<file path="config.mk">
export PLATFORM = sky130hd
export DESIGN_NAME = hdb_n_plug_vb_flat
export DESIGN_NICKNAME = d
export VERILOG_FILES = /design/src/rtl/hdb_n_plug_vb_pkg.sv /design/src/rtl/hdb_n_plug_vb_if.sv /design/src/rtl/hdb_n_plug_vb_sym_delay.sv /design/src/rtl/hdb_n_plug_vb.sv /design/src/flat_wrapper.sv
export SDC_FILE = /design/constraint.sdc
export NUM_CORES = 1
export LEC_CHECK = 0
export CORE_AREA = 3 3 45 47
export DETAILED_ROUTE_END_ITERATION = 10
export DIE_AREA = 0 0 48 50
export GPL_TIMING_DRIVEN = 0
export SYNTH_ARGS = -nofsm -noshare
export SYNTH_HDL_FRONTEND = slang
export SYNTH_SLANG_ARGS = --single-unit
export TNS_END_PERCENT = 10
</file>
<file path="constraint.sdc">
create_clock -name clk -period 2.3 [get_ports clk]
set_input_delay 0.345 -clock clk [delete_from_list [all_inputs] [get_ports clk]]
set_output_delay 0.345 -clock clk [all_outputs]
set_load 0.01 [all_outputs]
</file>
<file path="src/rtl/hdb_n_plug_vb_pkg.sv">
// ---------------------------------------------------------------------------
// hdb_pkg -- shared definitions for the HDBn zero-substitution marker and the
// downstream polarity/AMI stage.
//   sym_t           : 2-bit line symbol code
//   SYM_ZERO/ONE/V/B: symbol encodings (00 zero, 01 one, 11 violation, 10 B)
//   ZERO_RUN_MIN/MAX: legal range of the zero-run length parameter
// ---------------------------------------------------------------------------
package hdb_pkg;

  typedef logic [1:0] sym_t;

  localparam sym_t SYM_ZERO = 2'b00;
  localparam sym_t SYM_ONE  = 2'b01;
  localparam sym_t SYM_V    = 2'b11;
  localparam sym_t SYM_B    = 2'b10;

  localparam int ZERO_RUN_MIN = 2;
  localparam int ZERO_RUN_MAX = 8;

endpackage

</file>
<file path="src/rtl/hdb_n_plug_vb_if.sv">
// ---------------------------------------------------------------------------
// hdb_n_plug_vb_if -- stream interface of the HDBn marker.
//   en        : stream enable (low = synchronous clear)
//   data_in   : NRZ data bit
//   data_out  : 2-bit symbol code
//   valid_out : data_out carries a symbol from en-qualified input
//   v_pulse   : one-cycle flag, a V has just entered the buffer
// master = NRZ source side, slave = marker.
// ---------------------------------------------------------------------------
interface hdb_n_plug_vb_if;
  import hdb_pkg::*;

  logic en;
  logic data_in;
  sym_t data_out;
  logic valid_out;
  logic v_pulse;

  modport master (
    output en, data_in,
    input  data_out, valid_out, v_pulse
  );

  modport slave (
    input  en, data_in,
    output data_out, valid_out, v_pulse
  );

endinterface

</file>
<file path="src/rtl/hdb_n_plug_vb_sym_delay.sv">
// ---------------------------------------------------------------------------
// hdb_sym_delay -- DEPTH-deep shift buffer of 2-bit symbols with a tail
// overwrite port, plus a matching valid pipe.
//   clk, rst_n : clock, async active-low reset
//   en         : shift enable; low clears buffer and valid pipe synchronously
//   sym_in     : symbol entering stage 0
//   tail_load  : replace the symbol shifting into the last stage
//   tail_sym   : symbol used for that replacement
//   sym_out    : last stage (registered)
//   valid_out  : last stage of the valid pipe
// ---------------------------------------------------------------------------
module hdb_sym_delay
  import hdb_pkg::*;
#(
  parameter int DEPTH = 4
) (
  input  logic clk,
  input  logic rst_n,
  input  logic en,
  input  sym_t sym_in,
  input  logic tail_load,
  input  sym_t tail_sym,
  output sym_t sym_out,
  output logic valid_out
);

  sym_t             sr [DEPTH];
  logic [DEPTH-1:0] vpipe;

  // NOTE: the buffer is a handful of flops, not a RAM, so every stage is
  // reset; a stale symbol here would otherwise leak onto the line.
  always_ff @(posedge clk or negedge rst_n) begin
    if (!rst_n) begin
      for (int j = 0; j < DEPTH; j++) sr[j] <= SYM_ZERO;
      vpipe <= '0;
    end else if (!en) begin
      for (int j = 0; j < DEPTH; j++) sr[j] <= SYM_ZERO;
      vpipe <= '0;
    end else begin
      sr[0] <= sym_in;
      for (int j = 1; j < DEPTH; j++) sr[j] <= sr[j-1];
      // Later assignment wins: the tail slot takes the B instead of the
      // symbol shifting in from the previous stage.
      if (tail_load) sr[DEPTH-1] <= tail_sym;
      vpipe <= {vpipe[DEPTH-2:0], 1'b1};
    end
  end

  assign sym_out   = sr[DEPTH-1];
  assign valid_out = vpipe[DEPTH-1];

endmodule

</file>
<file path="src/rtl/hdb_n_plug_vb.sv">
// ---------------------------------------------------------------------------
// hdb_n_plug_vb -- HDBn zero-substitution marker (HDB3 by default).
// Classifies each NRZ bit as one / zero / V, tracks pulse parity since the
// last V and, when parity is even, retroactively marks the first zero of the
// run as B. Output is symbol codes only; polarity is applied downstream.
//   clk, rst_n : clock, async active-low reset
//   bus        : hdb_n_plug_vb_if slave (en, data_in, data_out, valid_out,
//                v_pulse)
// Parameters:
//   ZERO_RUN   : zero-run length triggering substitution (2..8)
//   B_ENABLE   : 1 = insert B on even parity, 0 = V marking only
// ---------------------------------------------------------------------------
module hdb_n_plug_vb
  import hdb_pkg::*;
#(
  parameter int ZERO_RUN = 4,
  parameter int B_ENABLE = 1
) (
  input logic           clk,
  input logic           rst_n,
  hdb_n_plug_vb_if.slave bus
);

  // Out-of-range values are clamped to the nearest legal run length.
  localparam int ZR = (ZERO_RUN < ZERO_RUN_MIN) ? ZERO_RUN_MIN :
                      (ZERO_RUN > ZERO_RUN_MAX) ? ZERO_RUN_MAX : ZERO_RUN;
  localparam int CW   = $clog2(ZR);
  localparam bit B_ON = (B_ENABLE != 0);

  logic [CW-1:0] zero_cnt;
  logic          parity_odd;
  logic          v_pulse_q;
  sym_t          code;
  logic          is_v;
  logic          tail_load;

  // Classifier.
  // NOTE: every always_comb output gets a default first so no path leaves a
  // signal unassigned and a latch is never inferred.
  always_comb begin
    code = SYM_ZERO;
    is_v = 1'b0;
    if (bus.data_in) begin
      code = SYM_ONE;
    end else if (zero_cnt == CW'(ZR - 1)) begin
      code = SYM_V;
      is_v = 1'b1;
    end
  end

  // Parity is the pre-edge value: B goes in when an even number of ones were
  // written since the last V (or since clear).
  assign tail_load = bus.en && is_v && B_ON && !parity_odd;

  // NOTE: state registers use non-blocking assignments so every flop samples
  // the pre-edge values regardless of process ordering.
  always_ff @(posedge clk or negedge rst_n) begin
    if (!rst_n) begin
      zero_cnt   <= '0;
      parity_odd <= 1'b0;
      v_pulse_q  <= 1'b0;
    end else if (!bus.en) begin
      zero_cnt   <= '0;
      parity_odd <= 1'b0;
      v_pulse_q  <= 1'b0;
    end else begin
      v_pulse_q <= is_v;
      if (bus.data_in || is_v) zero_cnt <= '0;
      else                     zero_cnt <= zero_cnt + CW'(1);
      if (is_v)                parity_odd <= 1'b0;
      else if (code == SYM_ONE) parity_odd <= ~parity_odd;
    end
  end

  hdb_sym_delay #(
    .DEPTH (ZR)
  ) u_delay (
    .clk       (clk),
    .rst_n     (rst_n),
    .en        (bus.en),
    .sym_in    (code),
    .tail_load (tail_load),
    .tail_sym  (SYM_B),
    .sym_out   (bus.data_out),
    .valid_out (bus.valid_out)
  );

  assign bus.v_pulse = v_pulse_q;

endmodule

</file>
<file path="src/flat_wrapper.sv">
// flat-port wrapper written by rule: the top's interface ports become plain ports
module hdb_n_plug_vb_flat import hdb_pkg::*;
#(
  parameter int ZERO_RUN = 4,
  parameter int B_ENABLE = 1
)
  (clk, rst_n, bus_en, bus_data_in, bus_data_out, bus_valid_out, bus_v_pulse);
  hdb_n_plug_vb_if bus_i ();
  input logic clk;
  input logic rst_n;
  input wire logic [$bits(bus_i.en)-1:0] bus_en;
  input wire logic [$bits(bus_i.data_in)-1:0] bus_data_in;
  output wire logic [$bits(bus_i.data_out)-1:0] bus_data_out;
  output wire logic [$bits(bus_i.valid_out)-1:0] bus_valid_out;
  output wire logic [$bits(bus_i.v_pulse)-1:0] bus_v_pulse;
  assign bus_i.en = bus_en;
  assign bus_i.data_in = bus_data_in;
  assign bus_data_out = bus_i.data_out;
  assign bus_valid_out = bus_i.valid_out;
  assign bus_v_pulse = bus_i.v_pulse;
  hdb_n_plug_vb #(.ZERO_RUN(ZERO_RUN), .B_ENABLE(B_ENABLE)) u_core (.clk(clk), .rst_n(rst_n), .bus(bus_i));
endmodule
</file>
; ---- After elaboration in Yosys (flattened, before gate mapping)
; Cells that the tools add are included.
[classes]
n_addsub = 1
n_eq_ne = 3
mux = 13
bitwise_logic = 1
reduce_logical = 4
[op_table]
columns = cell, n
row1 = $mux 2, 5
row2 = $mux 8, 1
row3 = $mux 1, 6
row4 = $mux 4, 1
row5 = $ne 3x1->1 const B, 1
row6 = $add 2x1->2 const B, 1
row7 = $eq 2x1->1 const B, 1
row8 = $eq 2x2->1 const B, 1
row9 = $logic_and 1x1->1, 2
row10 = $logic_not 1->1, 1
row11 = $logic_or 1x1->1, 1
row12 = $not 1->1, 1
[word_totals]
regBits = 16
in_bits = 4
out_inout_bits = 4
elab_cells = 30

; ---- Longest topological paths before layout
; Gate-level depths: netlist (run 1).
[logic_depth]
depth_word = 7
ltp_mapped = 3
ltp_nobuf = 3

; ---- Hierarchy
; A second synthesis (run 1) with hierarchy kept.
[hier_totals]
cells_unflattened = 44
hier_area_um2 = 608.1
[modules_own_cells]
columns = module, n_inst, cells_each, area_each_um2, seq_area_each_um2
row1 = hdb_sym_delay, 1, 28, 409.1, 300.3
row2 = hdb_n_plug_vb, 1, 16, 198.9, 100.1

; ---- Worst setup path after synthesis (run 1)
; OpenSTA, ideal clock, no wires.
[synth_timing]
kind = register -> register
start = register u_core.zero_cnt[0]
end = register u_core.u_delay.sr, in the netlist u_core.u_delay.sym_out[1]
setup_ps = 119
arrival_time_ps = 907
required_ps = 2181
slack_ps = 1275
path_stages_with_launch = 4
path_buffers = 0
synth_period_minus_slack_ps = 1025
cell_sequence = dfrtp_1 -> ha_1 -> nor3b_2 -> o21a_1
[synth_between]
elab_chain_len = 7
[synth_rtl]
columns = element, line
row1 = start: declaration, hdb_n_plug_vb.sv:30  ; logic [CW-1:0] zero_cnt;
row2 = start signal: assignment, hdb_n_plug_vb.sv:69  ; else zero_cnt <= zero_cnt + CW'(1);
row3 = $eq 2x2->1, hdb_n_plug_vb.sv:45  ; end else if (zero_cnt == CW'(ZR - 1)) begin
row4 = $mux 1, hdb_n_plug_vb.sv:45
row5 = $mux 1, hdb_n_plug_vb.sv:43  ; if (bus.data_in) begin
row6 = $logic_and 1x1->1 (2 in a row), hdb_n_plug_vb.sv:53  ; assign tail_load = bus.en && is_v && B_ON && !parity_odd;
row7 = $mux 2, hdb_n_plug_vb_sym_delay.sv:44  ; if (tail_load) sr[DEPTH-1] <= tail_sym;
row8 = $mux 8, hdb_n_plug_vb_sym_delay.sv:36  ; end else if (!en) begin
row9 = end signal: indexed assignment, hdb_n_plug_vb_sym_delay.sv:44
row10 = end: declaration, hdb_n_plug_vb_sym_delay.sv:27  ; sym_t sr [DEPTH];
; No other way between the ends.
; A chain may end at the register's enable or synchronous reset.

; ---- Worst setup path after layout (run 1)
[layout_timing]
start = register u_core.u_delay.sr, in the netlist u_core.u_delay.sym_out[1]
end = output bus_data_out[1]
[layout_lines]
columns = element, line
row1 = end: declaration, flat_wrapper.sv:13  ; output wire logic [$bits(bus_i.data_out)-1:0] bus_data_out;
; No word-level cell between the ends.

==> results of run 1 <==
-- final timing paths --
path	startpoint	to	slack [ns]	cells after the start
setup / recovery	u_core.u_delay.sym_out[1]$_DFF_PN0_	bus_data_out[1]	0.72	2
hold / removal	rst_n	u_core.u_delay.vpipe[3]$_DFF_PN0_	0.45	1
setup reg to reg	u_core.zero_cnt[0]$_DFF_PN0_	u_core.u_delay.sym_out[1]$_DFF_PN0_	1.20	3
hold reg to reg	u_core.zero_cnt[0]$_DFF_PN0_	u_core.zero_cnt[0]$_DFF_PN0_	0.45	1
max in group asynchronous	rst_n	u_core.u_delay.sr[6]$_DFF_PN0_	1.44	1
min in group clk	u_core.zero_cnt[0]$_DFF_PN0_	u_core.zero_cnt[0]$_DFF_PN0_	0.45	1
-- cells by family after synthesis --
group	Yosys count
compound gates	3
fa+ha+maj	1
buf+inv	3
flops	15
simple gates	15
-- metrics by stage --
stage	power (W)	hold slack [ns]
after global routing	0.000472	0.485
after detailed placement	0.000307	0.439
final	0.000447	0.447
after global placement	0.000305	0.427
after CTS	0.000456	0.449
after floorplan	0.000290	0.0494
-- layout make-up --
class,instances,area (um2)
clock inverters,1,5.00
fillers,164,1040
flip-flops and latches,15,375
multi-input cells,19,138
well taps,17,21.3
clock buffers,3,22.5
repair buffers,7,70.1
plain buffers,3,20.0
-- synth_stat cells (all sizes together) --
master  count
dfrtp      15
o21a        2
buf         3
and2        7
ha          1
and4bb      1
nor2        1
o32ai       1
and3b       1
nor4b       1
nand2       3
nor3b       1
-- power by group --
part	internal, W	total (W)	switching, W
sequential	0.000272	0.000275	0.00000311
clock	0.0000646	0.000147	0.0000827
combinational	0.0000124	0.0000252	0.0000128
-- worst max-delay path, stage by stage, from the launching register on --
cell and delay [ns]:
dfrtp_1 0.37, buf_4 0.12, clkdlybuf4s50_1 0.46
-- sequential cells by signal, summed over array words and instances, names as in the netlist --
name,flops
u_core.u_delay.sr,5
u_core.u_delay.vpipe,4
u_core.u_delay.sym_out,2
u_core.zero_cnt,2
u_core.bus.v_pulse,1
u_core.parity_odd,1
-- layer usage --
metal / vias to the layer above / part of all wire / track usage
met5: - / 0 / 0
met4: 0 / 0 / 0.0269
met3: 0 / 0.11 / 0.0547
met2: 11 / 0.42 / 0.0815
met1: 146 / 0.47 / 0.110
li1: 142 / - / -
==> impl_metrics.yaml, run 1 <==
clock_network:
  cts_setup_buffers: 0
  cts_buffers: 3
  cts-root-buf: "clkbuf_4"
  clk_latency_ns: 0.28
  clkTransAtPathRegs_ns: 0.09
  clockBufferDepth: 2
  htreeDepth: 1
  cts_tree: "yes"
  cts_resized: 0
  cts_hold_buf: 0
  cts_sinks: 15
yosys:
  synth_cell_types: 13
  synth_fa_ha_area_frac: 0.0235
  synth_top_cell_by_area: "dfrtp_1"
  synth-compound-area-share: 0.0446
  synth_xor_area_frac: 0
  yosysTopAreaCellShare: 0.704
  ys_seq_area_frac: 0.704
  synthMuxAreaShare: 0
  synth_area_leaders: "dfrtp_1 (70%), and2_1 (8.2%), buf_4 (2.8%)"
  syn_inst: 37
  synth_fp_nets: 42
  synth_seq_cells: 15
  synth_top_family_by_area: "simple AND/OR/NAND/NOR gates"
  syn_avg_cell_area_um2: 14.4
  ys_warn_count: 0
  synthesis.area_um2: 533
  synthSimpleGateAreaFrac: 0.190
sta:
  worst_pin_slew_ns: 0.638
  drv_slew: 0
  finalCriticalPeriod_ns: 1.58
  hold_viol_final: 0
  setup_slack_ns: 0.723
  rsz0062_at_grt: "false"
  setup_violations: 0
  fin_crit_sh: 0.686
  setup_tns_ns: 0
  max_freq_mhz: 634
  fin_worst_skew_ns: 0.00585
  slew_headroom: 0.574
drt:
  ant_nets: 0
  drt_iter0_markers: 4
  firstDrtPassIters: 4
  post_drt_wl_per_cell_um: 10.3
  drt-total-wl_um: 667
  drc: 0
  via_per_inst: 4.60
  vias: 299
floorplan:
  dieArea_um2: 2400
  initial_utilization: 0.316
  ioPinCount: 8
  die_w_um: 48
  core_um2: 1690
  die_h_um: 50
  rows: 15
setup_path:
  worstPathMaxFanout: 1
  cp.arrival_ns: 1.23
  end_kind: "output pin"
  start_kind: "flop"
  critPathKind: "reg -> out"
  required_ns: 1.96
final_layout:
  drive_gt1_frac: 0.188
  syn2layout_area_growth_pct: 22.3
  fin_nets: 54
  fin_area_um2: 652
  stdcell_count: 65
  antenna_cells: 0
  layout_common_cells: "dfrtp_1 (15), and2_1 (7), clkdlybuf4s50_1 (7)"
  final_common_cell: "dfrtp_1"
  post-route-util: 0.386
grt:
  grt_first_pass_wirelength_um: 1240
  grt-ovfl-total: 0
  grt_pass1_vias: 261
  grt_usage: 0.0746
  antenna_found_initial: 0
  grt_max_degree: 16
hold_path:
  hold_path.class: "in -> async"
status:
  status: "finished clean"
power_and_ir_drop:
  powerDensity_nw_per_um2: 686
  ir_drop_mv: 0.380
  power.leakage_nw: 0.319
placed_design:
  place_inst: 61
  portBuffers: 7
  pre_cts_ws_ns: 0.943
  placed_area_um2: 624
  dp_hpwl_um: 463
  gp_congestion: 0.649
flow_run:
  max_cap_violations: 0
Power figures use the tool's default switching activity.
==> inputs of run 2 (changes only) <==
clock period = 1.4 ns   (was 2.3 ns; I/O delays follow)
==> impl_metrics.yaml, run 2 (synthesis results as in run 1) <==
status:
  status: "finished clean"
clock_network:
  htreeDepth: 1
  cts_tree: "yes"
  cts_sinks: 15
  clk_latency_ns: 0.28
  cts_buffers: 3
  clkTransAtPathRegs_ns: 0.09
  cts_setup_buffers: 0
  cts-root-buf: "clkbuf_4"
  clockBufferDepth: 2
drt:
  drt-total-wl_um: 670
  drc: 0
  drt_iter0_markers: 4
  vias: 299
  via_per_inst: 4.60
  ant_nets: 0
  firstDrtPassIters: 4
  post_drt_wl_per_cell_um: 10.3
sta:
  hold_viol_final: 0
  setup_tns_ns: 0
  max_freq_mhz: 744
  fin_worst_skew_ns: 0.00586
  drv_slew: 0
  rsz0062_at_grt: "false"
  finalCriticalPeriod_ns: 1.34
  whs_ns: 0.312
  setup_violations: 0
  worst_pin_slew_ns: 0.638
  slew_headroom: 0.574
  fin_crit_sh: 0.960
setup_path:
  worstPathMaxFanout: 1
  cp_cell_sequence: "clkdlybuf4s50_1"
  r2r_cells: 3
  cp.arrival_ns: 1.13
  start_kind: "flop"
  path_depth: 1
  critPathMaxStageDelay_ns: 0.52
  crit_slowest_cell: "clkdlybuf4s50_1"
  end_kind: "output pin"
  critPathKind: "reg -> out"
  required_ns: 1.19
  path_delay_family: "buffers and inverters"
  crit_buf_inv: 1
floorplan:
  dieArea_um2: 2400
  die_w_um: 48
  rows: 15
  core_um2: 1690
  initial_utilization: 0.316
  ioPinCount: 8
  die_h_um: 50
grt:
  grt_pass1_vias: 261
  grt_usage: 0.0746
  grt_first_pass_wirelength_um: 1240
  antenna_found_initial: 0
  grt-ovfl-total: 0
  grt_max_degree: 16
power_and_ir_drop:
  combPwrFrac: 0.056
  powerDensity_nw_per_um2: 1140
  ir_drop_mv: 0.625
  switchingPower_w: 0.000162
  power_frac_seq: 0.615
  p_sw_frac: 0.221
  clkPwrFrac: 0.329
  power.leakage_nw: 0.331
  power.internal_w: 0.000573
placed_design:
  portBuffers: 7
  dp_hpwl_um: 463
  gp_congestion: 0.649
flow_run:
  max_cap_violations: 0
final_layout:
  layout_common_cells: "dfrtp_1 (15), and2_1 (7), clkdlybuf4s50_1 (4)"
  reg_top3: "u_core.u_delay.sr x5, u_core.u_delay.vpipe x4"
  syn2layout_area_growth_pct: 21.4
  largest_reg_flops: 5
  fin_nets: 54
  regMostFlops: "u_core.u_delay.sr"
  antenna_cells: 0
  drive_gt1_frac: 0.208
  final_common_cell: "dfrtp_1"
hold_path:
  hold_path.class: "in -> async"
-- run 2: cell types whose count changed in the layout (fill, tap and decap cells not counted), sizes merged --
cell	change
buf	+1
clkdlybuf4s50	-3
dlygate4sd2	+2
-- run 2: per-layer routing --
| layer | GRT usage | share of wire | up-vias |
|---|---|---|---|
| li1 | - | - | 142 |
| met1 | 0.110 | 0.47 | 146 |
| met2 | 0.0815 | 0.42 | 11 |
| met3 | 0.0547 | 0.11 | 0 |
| met4 | 0.0269 | 0 | 0 |
| met5 | 0 | 0 | - |
-- run 2: through the flow --
step | utilization | area, um2 | setup slack, ns | std cells | total power (W)
after floorplan | - | 533 | 0.375 | 37 | 0.000476
after global placement | 0.370 | 624 | 0.183 | 61 | 0.000502
after detailed placement | 0.370 | 624 | 0.178 | 61 | 0.000504
after CTS | 0.383 | 647 | 0.0440 | 65 | 0.000749
after global routing | 0.383 | 647 | 0.00857 | 65 | 0.000775
final | 0.383 | 647 | 0.0567 | 65 | 0.000735
-- run 2: path summary, 6_finish.rpt --
path | start | endpoint | slack [ns]
max | u_core.u_delay.vpipe[3]$_DFF_PN0_ | bus_valid_out | 0.06
max reg2reg | u_core.zero_cnt[0]$_DFF_PN0_ | u_core.u_delay.sym_out[1]$_DFF_PN0_ | 0.30
max in group asynchronous | rst_n | u_core.u_delay.sr[6]$_DFF_PN0_ | 0.67
min in group clk | u_core.zero_cnt[0]$_DFF_PN0_ | u_core.zero_cnt[0]$_DFF_PN0_ | 0.45
min | rst_n | u_core.u_delay.vpipe[3]$_DFF_PN0_ | 0.31
min reg2reg | u_core.zero_cnt[0]$_DFF_PN0_ | u_core.zero_cnt[0]$_DFF_PN0_ | 0.45
-- run 2: area by class of cell --
class                      count  area, um2
sequential                    15        375
timing repair buffer           7       65.1
clock buffer                   3       22.5
tap                           17       21.3
multi-input combinational     19        138
buffer                         3       20.0
fill                         167       1040
clock inverter                 1       5.00
-- run 2: power by group through the flow --
stage / Clock (W) / Sequential, W / Combinational [W]
floorplan: 0 / 0.000460 / 0.0000164
global placement: 0 / 0.000460 / 0.0000421
detailed placement: 0 / 0.000460 / 0.0000435
CTS: 0.000254 / 0.000452 / 0.0000431
global route: 0.000274 / 0.000454 / 0.0000474
finish: 0.000242 / 0.000452 / 0.0000410
-- run 2: timing repair --
action,4_1_cts,5_1_grt
setup endpoints to repair,3,0
hold buffers,0,0
gates resized for setup,3,0
==> inputs of run 3 (changes only) <==
GPL_TIMING_DRIVEN = not set   (was 0)
==> impl_metrics.yaml, run 3 (synthesis results as in run 1) <==
drt:
  vias: 283
  drc: 0
  drt_iter0_markers: 0
  drt-total-wl_um: 715
  via_per_inst: 4.42
  post_drt_wl_per_cell_um: 11.2
  ant_nets: 0
  firstDrtPassIters: 1
placed_design:
  gp_congestion: 0.631
  placed_area_um2: 619
  portBuffers: 7
  place_inst: 60
  dp_hpwl_um: 480
grt:
  grt_usage: 0.0753
  antenna_found_initial: 0
  grt_pass1_vias: 295
  grt_first_pass_wirelength_um: 1240
  grt_max_degree: 16
  grt-ovfl-total: 0
setup_path:
  worstPathMaxFanout: 1
  crit_start: "u_core.u_delay.sym_out[0]$_DFF_PN0_"
  r2r-end: "u_core.u_delay.sym_out[1]$_DFF_PN0_"
  required_ns: 1.19
  crit_slowest_cell: "clkdlybuf4s50_1"
  path_depth: 1
  r2r_cells: 3
  end_kind: "output pin"
  r2r_setup_slack_ns: 0.27
  critPathKind: "reg -> out"
  start_kind: "flop"
  crit_buf_inv: 1
  cp_cell_sequence: "clkdlybuf4s50_1"
  cp.arrival_ns: 1.13
  timing.rr.start: "u_core.zero_cnt[0]$_DFF_PN0_"
  path_delay_family: "buffers and inverters"
  critPathMaxStageDelay_ns: 0.52
final_layout:
  fin_nets: 53
  antenna_cells: 0
  stdcell_count: 64
  fin_area_um2: 648
  regMostFlops: "u_core.u_delay.sr"
  drive_gt1_frac: 0.149
  final_common_cell: "dfrtp_1"
  fill_cells: 160
  reg_top3: "u_core.u_delay.sr x5, u_core.u_delay.vpipe x4"
  layout_common_cells: "dfrtp_1 (15), and2_1 (7), clkdlybuf4s50_1 (6)"
  largest_reg_flops: 5
  syn2layout_area_growth_pct: 21.6
sta:
  hold_viol_final: 0
  setup_tns_ns: 0
  fin_worst_skew_ns: 0.00314
  finalCriticalPeriod_ns: 1.34
  slew_headroom: 0.828
  max_freq_mhz: 749
  rsz0062_at_grt: "false"
  drv_slew: 0
  worst_pin_slew_ns: 0.254
  setup_violations: 0
  fin_crit_sh: 0.954
clock_network:
  cts_buffers: 3
  cts_sinks: 15
  clk_latency_ns: 0.27
  cts-root-buf: "clkbuf_4"
  cts_resized: 0
  cts_setup_buffers: 0
  htreeDepth: 1
  clkTransAtPathRegs_ns: 0.08
  clockBufferDepth: 2
  cts_hold_buf: 0
  cts_tree: "yes"
floorplan:
  die_w_um: 48
  rows: 15
  die_h_um: 50
  core_um2: 1690
  dieArea_um2: 2400
  ioPinCount: 8
  initial_utilization: 0.316
power_and_ir_drop:
  powerDensity_nw_per_um2: 1130
  total_power_w: 0.000730
  power.leakage_nw: 0.330
  ir_drop_mv: 0.562
flow_run:
  max_cap_violations: 0
status:
  status: "finished clean"
hold_path:
  hold_path.class: "in -> async"
-- run 3: changes by cell type in the layout (fill, tap and decap cells not counted), sizes merged --
cell           delta
clkdlybuf4s50     +2
dlygate4sd2       -2
dlymetal6s2s      +1
clkinv            -1
clkbuf            +1
buf               -2
-- run 3: where the power goes --
group	internal, W	switching [W]	total, W
sequential	0.000446	0.00000541	0.000452
clock	0.000110	0.000124	0.000234
combinational	0.0000222	0.0000220	0.0000442
-- run 3: per-layer routing --
layer / vias up / GRT usage / wire (um)
met5: - / 0 / 0
met1: 132 / 0.103 / 374
met2: 10 / 0.0969 / 286
met4: 0 / 0.0135 / 0
li1: 141 / - / -
met3: 0 / 0.0547 / 54
-- run 3: worst max path at each step --
stage               slack, ns                                  end
detailed placement       0.16        u_core.parity_odd$_DFFE_PN0P_
global route             0.01                      bus_data_out[1]
floorplan                0.37  u_core.u_delay.sym_out[1]$_DFF_PN0_
finish                   0.06                      bus_data_out[0]
CTS                     0.006                          bus_v_pulse
global placement         0.19       u_core.u_delay.sr[2]$_DFF_PN0_
-- run 3: worst reg2reg max path, stage by stage (launching register included) --
cell,delay [ns]
dfrtp_1,0.39
ha_1,0.27
nor3b_2,0.19
o21a_1,0.18
-- run 3: stage by stage --
step	hold slack (ns)	util	setup WS [ns]
6_report	0.242	0.384	0.0648
5_1_grt	0.256	0.384	0.00996
4_1_cts	0.244	0.382	0.00621
3_5_place_dp	0.435	0.367	0.155
3_3_place_gp	0.435	0.367	0.186
2_1_floorplan	-0.0856	-	0.375
-- run 3: layout make-up --
cell class	count	area [um2]	area share
repair buffers	9	87.6	0.135
clock buffers	4	26.3	0.0405
well taps	17	21.3	0.0328
flip-flops and latches	15	375	0.579
multi-input cells	19	138	0.212
